<file path="config.mk">
export PLATFORM = sky130hd
export DESIGN_NAME = raster_address_generator
export DESIGN_NICKNAME = d
export VERILOG_FILES = /design/src/rtl/raster_address_generator_pkg.sv /design/src/rtl/raster_address_generator_counter2d.sv /design/src/rtl/raster_address_generator.sv
export SDC_FILE = /design/constraint.sdc
export NUM_CORES = 1
export LEC_CHECK = 0
export CAP_MARGIN = 25
export CORE_MARGIN = 3
export CORE_UTILIZATION = 35
export CTS_CLUSTER_DIAMETER = 200
export DETAILED_ROUTE_END_ITERATION = 8
export PLACE_DENSITY = 0.6
export SYNTH_ARGS = -nofsm -noshare
export SYNTH_HDL_FRONTEND = slang
export SYNTH_SLANG_ARGS = --single-unit
</file>
<file path="constraint.sdc">
create_clock -name clock -period 6.6 [get_ports clock]
set_input_delay 1.32 -clock clock [delete_from_list [all_inputs] [get_ports clock]]
set_output_delay 1.32 -clock clock [all_outputs]
set_load 0.05 [all_outputs]
</file>
<file path="src/rtl/raster_address_generator_pkg.sv">
// Shared definitions for the raster address generator: FSM encoding and
// default widths used by the top and the 2-D counter.
package raster_address_generator_pkg;

    localparam int DEF_ADDR_W = 16;
    localparam int DEF_COL_W  = 8;
    localparam int DEF_ROW_W  = 8;

    typedef enum logic [1:0] {
        ST_IDLE = 2'd0,
        ST_RUN  = 2'd1,
        ST_DONE = 2'd2
    } gen_state_t;

endpackage

</file>
<file path="src/rtl/raster_address_generator_counter2d.sv">
// Column/row counter pair walking a cols x rows raster; wraps to (0,0)
// after the last position of the frame.
module raster_counter2d
    import raster_address_generator_pkg::*;
#(
    parameter int COL_W = DEF_COL_W,
    parameter int ROW_W = DEF_ROW_W
) (
    input  logic             clock,
    input  logic             reset,
    input  logic             inc,
    input  logic             clear,
    input  logic [COL_W-1:0] cols,
    input  logic [ROW_W-1:0] rows,
    output logic [COL_W-1:0] col,
    output logic [ROW_W-1:0] row,
    output logic             last_col,
    output logic             last_frame
);

    assign last_col   = (col == cols);
    assign last_frame = last_col && (row == rows);

    // NOTE: sequential state is written with <= only, so every register in
    // this block samples the pre-edge values of its neighbours.
    always_ff @(posedge clock or posedge reset) begin
        if (reset) begin
            col <= '0;
            row <= '0;
        end else if (clear) begin
            col <= '0;
            row <= '0;
        end else if (inc) begin
            if (last_col) begin
                col <= '0;
                row <= last_frame ? '0 : row + 1'b1;
            end else begin
                col <= col + 1'b1;
            end
        end
    end

endmodule

</file>
<file path="src/rtl/raster_address_generator.sv">
// Raster address generator: emits row_base+col for a configurable 2-D frame
// with ready/valid handshake, optional continuous restart and a done pulse.
module raster_address_generator
    import raster_address_generator_pkg::*;
#(
    parameter int ADDR_W = DEF_ADDR_W,
    parameter int COL_W  = DEF_COL_W,
    parameter int ROW_W  = DEF_ROW_W
) (
    input  logic              clock,
    input  logic              reset,
    input  logic              start,
    input  logic [ADDR_W-1:0] cfg_base,
    input  logic [COL_W-1:0]  cfg_cols,
    input  logic [ROW_W-1:0]  cfg_rows,
    input  logic [ADDR_W-1:0] cfg_stride,
    input  logic              cfg_continuous,
    input  logic              ready,
    output logic [ADDR_W-1:0] address,
    output logic              valid,
    output logic              last_col,
    output logic              last_frame,
    output logic              busy,
    output logic              done
);

    gen_state_t state_q, state_d;

    logic [ADDR_W-1:0] base_q;
    logic [COL_W-1:0]  cols_q;
    logic [ROW_W-1:0]  rows_q;
    logic [ADDR_W-1:0] stride_q;
    logic              cont_q;
    logic [ADDR_W-1:0] row_base;

    logic [COL_W-1:0]  col;
    logic [ROW_W-1:0]  row;
    logic              cnt_last_col;
    logic              cnt_last_frame;
    logic              load;
    logic              transfer;

    raster_counter2d #(
        .COL_W (COL_W),
        .ROW_W (ROW_W)
    ) u_counter (
        .clock      (clock),
        .reset      (reset),
        .inc        (transfer),
        .clear      (load),
        .cols       (cols_q),
        .rows       (rows_q),
        .col        (col),
        .row        (row),
        .last_col   (cnt_last_col),
        .last_frame (cnt_last_frame)
    );

    always_ff @(posedge clock or posedge reset) begin
        if (reset) begin
            state_q <= ST_IDLE;
        end else begin
            state_q <= state_d;
        end
    end

    // NOTE: every output of this block gets a default before the case, so no
    // path leaves a signal unassigned and no latch is inferred.
    always_comb begin
        state_d = state_q;
        load    = 1'b0;
        case (state_q)
            ST_IDLE: begin
                if (start) begin
                    state_d = ST_RUN;
                    load    = 1'b1;
                end
            end
            ST_RUN: begin
                if (ready && cnt_last_frame && !cont_q) begin
                    state_d = ST_DONE;
                end
            end
            ST_DONE: state_d = ST_IDLE;
            default: state_d = ST_IDLE;
        endcase
    end

    assign valid    = (state_q == ST_RUN);
    assign busy     = (state_q != ST_IDLE);
    assign done     = (state_q == ST_DONE);
    assign transfer = valid && ready;

    assign address    = row_base + ADDR_W'(col);
    assign last_col   = valid && cnt_last_col;
    assign last_frame = valid && cnt_last_frame;

    // Configuration is sampled once per start; the frame-end reload of
    // row_base is harmless in one-shot mode because DONE ignores it.
    always_ff @(posedge clock or posedge reset) begin
        if (reset) begin
            base_q   <= '0;
            cols_q   <= '0;
            rows_q   <= '0;
            stride_q <= '0;
            cont_q   <= 1'b0;
            row_base <= '0;
        end else if (load) begin
            base_q   <= cfg_base;
            cols_q   <= cfg_cols;
            rows_q   <= cfg_rows;
            stride_q <= cfg_stride;
            cont_q   <= cfg_continuous;
            row_base <= cfg_base;
        end else if (transfer) begin
            if (cnt_last_frame) begin
                row_base <= base_q;
            end else if (cnt_last_col) begin
                row_base <= row_base + stride_q;
            end
        end
    end

endmodule

</file>
* Word level (Yosys, flattened, before mapping) *
Index checks and enable logic that the tools add are counted.

cells by class
  add/subtract/negate cells = 4
  equal/unequal tests = 6
  multiplexer cells = 16
  reductions and logical operators = 15

operators with widths
  cell                                                    number
  two-way mux 16 bit                                      4
  two-way mux 8 bit                                       7
  adder 16 bit                                            1
  adder 16 x 8 -> 16 bit                                  1
  adder 8 x 1 -> 8 bit (second input constant)            2
  == test 8 bit                                           2
  logical AND 1 bit                                       6
  AND reduction 2 bit                                     3
  nonzero test 2 bit                                      3
  two-way mux 2 bit                                       2
  case mux 2 bit (2 select lines)                         1
  nonzero test 3 bit                                      1
  == test 2 x 1 -> 1 bit (second input constant)          1
  == test 2 bit (second input constant)                   1
  logical NOT 2 bit                                       1
  two-way mux 1 bit                                       2
  inequality test 2 x 1 -> 1 bit (second input constant)  1
  inequality test 2 bit (second input constant)           1
  logical NOT 1 bit                                       1

word-level totals
  register bits after elaboration = 83
  input bits = 53
  output and inout bits = 21
  logic and storage cells = 50

* Logic depth before layout (Yosys ltp) *
  depth in word-level cells = 6
  mapped depth = 8
  mapped depth without buffers = 8

* Modules after synthesis *
From an unflattened synthesis, not the netlist that was laid out.

unflattened totals
  cell total of the unflattened synthesis = 589
  area, all modules = 5112.4 sq um

by module, submodules not included
  module                    times used  cells each  area an instance (sq um)  sequential area each (sq um)
  raster_address_generator  1           469         4008.8                    1676.6
  raster_counter2d          1           120         1103.6                    400.4

* Least setup slack after synthesis *
No wires, ideal clock.

  kind = reg2out
  start = register u_counter.col[0]
  end = output port address[6]
  arrival time = 2.521 ns
  data required time = 5.280 ns
  path slack = 2.759 ns
  cell stages (with the launch flop) = 8
  buffers on the path = 0
  path through = dfrtp_1 -> ha_1 -> fa_1 -> a21o_1 -> a21oi_1 -> nor2b_1 -> o31a_1 -> a21oi_1

on the way
  word-level cells in the longest chain between the ends = 1

RTL lines
  element                 RTL line                                  text
  from (decl)             raster_address_generator_counter2d.sv:15  output logic [COL_W-1:0] col,
  from (signal assigned)  raster_address_generator_counter2d.sv:38  col <= col + 1'b1;
  adder 16 x 8 -> 16 bit  raster_address_generator.sv:94            assign address = row_base + ADDR_W'(col);
  to (decl)               raster_address_generator.sv:19            output logic [ADDR_W-1:0] address,

No other way between the ends.

* Worst setup path in the final report *
  start = register u_counter.col[0]
  end = output port address[8]

Same word-level chain as after synthesis.

==> run_summary.xml <==
<?xml version="1.0" encoding="UTF-8"?>
<metrics>
  <group name="sta">
    <metric name="worst-slew-pin-transition" unit="ps">820</metric>
    <metric name="postLayoutSetupSlackWorst" unit="ps">1730</metric>
    <metric name="finalSetupViolCount" unit="">0</metric>
    <metric name="post-route-min-period" unit="ps">4870</metric>
    <metric name="report.final.slew_viol_count" unit="">0</metric>
    <metric name="fmaxAchievable" unit="MHz">206</metric>
    <metric name="slew_headroom" unit="%">45.2</metric>
    <metric name="finalHoldViolations" unit="">0</metric>
    <metric name="final.setup.tns" unit="ps">0</metric>
    <metric name="final_min_period_over_clock_period" unit="%">73.7</metric>
    <metric name="skew" unit="ps">8.04</metric>
    <metric name="grt_setup_unrepaired" unit="">false</metric>
  </group>
  <group name="layout">
    <metric name="final_layout_size_suffix_gt1_share" unit="%">5.22</metric>
    <metric name="area.growth.synth_to_final" unit="%">24.0</metric>
    <metric name="final_net_count" unit="">746</metric>
    <metric name="utilization" unit="%">44.9</metric>
    <metric name="num_antenna_cells" unit="">0</metric>
    <metric name="final_cell_count_no_fill" unit="">850</metric>
    <metric name="finish.instance_area" unit="um2">6310</metric>
  </group>
  <group name="floorplanning">
    <metric name="io-pin-count" unit="">74</metric>
    <metric name="design.core.area" unit="um2">14000</metric>
    <metric name="die_x" unit="um">127</metric>
    <metric name="die_area" unit="um2">16000</metric>
    <metric name="initial_core_util" unit="%">36.2</metric>
    <metric name="fp_rows" unit="">43</metric>
    <metric name="die_h" unit="um">127</metric>
  </group>
  <group name="cts">
    <metric name="path_clk_slew" unit="ps">70</metric>
    <metric name="clockBufferDepth" unit="">2</metric>
    <metric name="cts_buffers" unit="">9</metric>
    <metric name="cts_root_buf" unit="">clkbuf_16</metric>
    <metric name="postCtsSetupBuffers" unit="">0</metric>
    <metric name="clock_sink_count" unit="">83</metric>
    <metric name="hold_buffers" unit="">0</metric>
    <metric name="post_cts_resized" unit="">0</metric>
    <metric name="htree_num_levels" unit="">3</metric>
    <metric name="clock_latency" unit="ps">340</metric>
    <metric name="tritoncts" unit="">yes</metric>
  </group>
  <group name="grt">
    <metric name="grt_first_pass_wirelength" unit="mm">23.1</metric>
    <metric name="grt_use_total" unit="%">18.0</metric>
    <metric name="grt_remaining_overflow" unit="">0</metric>
    <metric name="largest_net_degree_at_the_start_of_global_routing" unit="">59</metric>
    <metric name="first_global_vias" unit="">4519</metric>
    <metric name="antenna_found_initial" unit="">0</metric>
  </group>
  <group name="synth">
    <metric name="synthCells" unit="">600</metric>
    <metric name="postSynthNetCount" unit="">680</metric>
    <metric name="most_numerous_cell_in_the_yosys_netlist" unit="">nand2_1</metric>
    <metric name="post_synth_edffs" unit="">0</metric>
    <metric name="synthDistinctLibCells" unit="">60</metric>
    <metric name="top_area_cell_type_share_of_the_netlist_area" unit="%">40.8</metric>
    <metric name="synth_area_per_cell" unit="um2">8.48</metric>
    <metric name="synth.area.top_cells" unit="">dfrtp_1, nand2_1, ha_1</metric>
    <metric name="post_synthesis_register_bit_count" unit="">83</metric>
    <metric name="yosysTopAreaCell" unit="">dfrtp_1</metric>
    <metric name="ys_seq_area_share" unit="%">40.8</metric>
    <metric name="ys_top_cells_by_count" unit="">nand2_1, dfrtp_1, nor2_1</metric>
    <metric name="postSynth.asyncResetShare" unit="%">100</metric>
    <metric name="netlist_area" unit="um2">5090</metric>
    <metric name="synth_flop_cell" unit="">dfrtp_1</metric>
    <metric name="synth-warning-count" unit="">0</metric>
  </group>
  <group name="hold_path">
    <metric name="timing.hold.worst.class" unit="">flip-flop to flip-flop</metric>
  </group>
  <group name="power_and_ir_drop">
    <metric name="power-per-cell-area" unit="nW/um2">542</metric>
    <metric name="max-vdd-ir-drop" unit="V">0.000322</metric>
    <metric name="power.leakage" unit="nW">2.87</metric>
  </group>
  <group name="drt">
    <metric name="via_per_inst" unit="">5.21</metric>
    <metric name="routedWlPerCell" unit="um">16.5</metric>
    <metric name="drt_iter0_markers" unit="">272</metric>
    <metric name="postRouteWirelength" unit="mm">14.0</metric>
    <metric name="drc_violations_left" unit="">0</metric>
    <metric name="detail-route-antenna-nets" unit="">0</metric>
    <metric name="firstDrtPassIters" unit="">4</metric>
    <metric name="vias_after_detailed_routing" unit="">4426</metric>
  </group>
  <group name="placed_design">
    <metric name="dp_hpwl" unit="mm">10.3</metric>
    <metric name="placed_cell_area" unit="um2">5980</metric>
    <metric name="placement.io_buffers" unit="">73</metric>
    <metric name="final_replace_weighted_congestion" unit="">0.841</metric>
    <metric name="post-place-ws" unit="ps">2070</metric>
    <metric name="dpl.cell_count" unit="">835</metric>
  </group>
  <group name="worst_setup_path">
    <metric name="timing.setup.critical_path_class" unit="">flip-flop to output port</metric>
    <metric name="cp_max_fo" unit="">7</metric>
    <metric name="critical_path_arrival" unit="ps">3550</metric>
    <metric name="worst_setup_path_end_kind" unit="">output port</metric>
    <metric name="setup.worst_path.start_class" unit="">flip-flop</metric>
    <metric name="cp_data_required_time" unit="ps">5280</metric>
  </group>
  <group name="job">
    <metric name="max_cap_viol_count" unit="">0</metric>
  </group>
  <group name="run_status">
    <metric name="result_of_the_run" unit="">complete, no violations</metric>
  </group>
</metrics>
==> kinds of logic (layout without fill, tap and decap cells) <==
family	count (synthesis)	in the layout	synth area share [%]
muxes	2	2	0.393
and+or+nand+nor	281	281	24.2
AOI/OAI and AO/OA	128	128	16.8
adders and majority gates	27	27	6.93
buffers and inverters	35	105	3.24
DFF	83	83	40.8
xor gates and xnor gates	44	44	7.57
==> where the power goes <==
| part | leakage (nW) | total [mW] | switching (mW) | internal [mW] |
|---|---|---|---|---|
| clock network | 0.162 | 0.561 | 0.211 | 0.350 |
| logic | 1.68 | 1.91 | 1.14 | 0.775 |
| registers | 1.03 | 0.945 | 0.218 | 0.728 |
| total | 2.87 | 3.42 | 1.57 | 1.85 |
==> through the flow <==
step / total power, mW / hold WS (ps)
after floorplan: 2.35 / 437
after global placement: 2.82 / 453
after detailed placement: 2.86 / 465
after CTS: 3.44 / 481
after global routing: 3.68 / 500
final: 3.42 / 479
==> layer usage <==
| metal | wire length (um) | part of all wire [%] | up-vias | track usage (%) |
|---|---|---|---|---|
| met5 | 0 | 0 | - | 0 |
| met4 | 94 | 0.67 | 0 | 4.61 |
| met3 | 648 | 4.6 | 6 | 3.24 |
| met2 | 6680 | 48 | 93 | 29.5 |
| met1 | 6610 | 47 | 2118 | 24.6 |
| li1 | - | - | 2209 | - |
==> cell usage in the layout, fill, tap and decap left out, types with 4 or more instances in the layout <==
master / count
a31oi_1: 5
nand4_1: 6
nor2_1: 39
nand2_1: 178
o21ai_0: 24
or3_1: 4
a211oi_1: 9
xor2_1: 12
o211ai_1: 5
inv_1: 12
or2_2: 4
clkdlybuf4s50_1: 73
nand3_1: 11
o21ai_1: 13
xnor2_1: 32
o22ai_1: 5
a21o_1: 11
dfrtp_1: 83
clkbuf_16: 9
nor3_1: 9
and3_1: 7
a21oi_1: 24
ha_1: 25
nand2b_1: 4
==> flip-flops by register name, summed over array words and instances, names as in the netlist <==
name           flops
rows_q             8
u_counter.row      8
stride_q          16
cols_q             8
state_q            2
base_q            16
row_base          16
u_counter.col      8
cont_q             1
==> path summary, 6_finish.rpt <==
check	startpoint	to	slack [ps]	cells past startpoint
worst max register to register	u_counter.col[3]$_DFFE_PP0P_	row_base[6]$_DFFE_PP0P_	4080	6
worst min-delay path	base_q[14]$_DFFE_PP0P_	base_q[14]$_DFFE_PP0P_	480	2
max in group asynchronous	reset	stride_q[2]$_DFFE_PP0P_	4580	4
worst max-delay path	u_counter.col[0]$_DFFE_PP0P_	address[8]	1730	9
min in group asynchronous	reset	u_counter.row[3]$_DFFE_PP0P_	1400	3
worst min register to register	base_q[14]$_DFFE_PP0P_	base_q[14]$_DFFE_PP0P_	480	2
==> final cells by class <==
type                    instances  area [um2]
fillers                      1405        7730
flip-flops and latches         83        2080
well taps                     180         225
clock buffers                  11         253
clock inverters                 4        73.8
multi-input cells             482        2850
repair buffers                 77         781
inverters                      13        50.0
==> critical path, stage by stage (launching register included) <==
cell and delay (ps):
dfrtp_1 460, ha_1 250, fa_1 400, a21o_1 170, a21oi_1 200, nor2b_1 90
o31a_1 350, o21ai_0 250, xnor2_1 190, clkdlybuf4s50_1 850
Note: power is estimated with default switching activity, not from simulation.
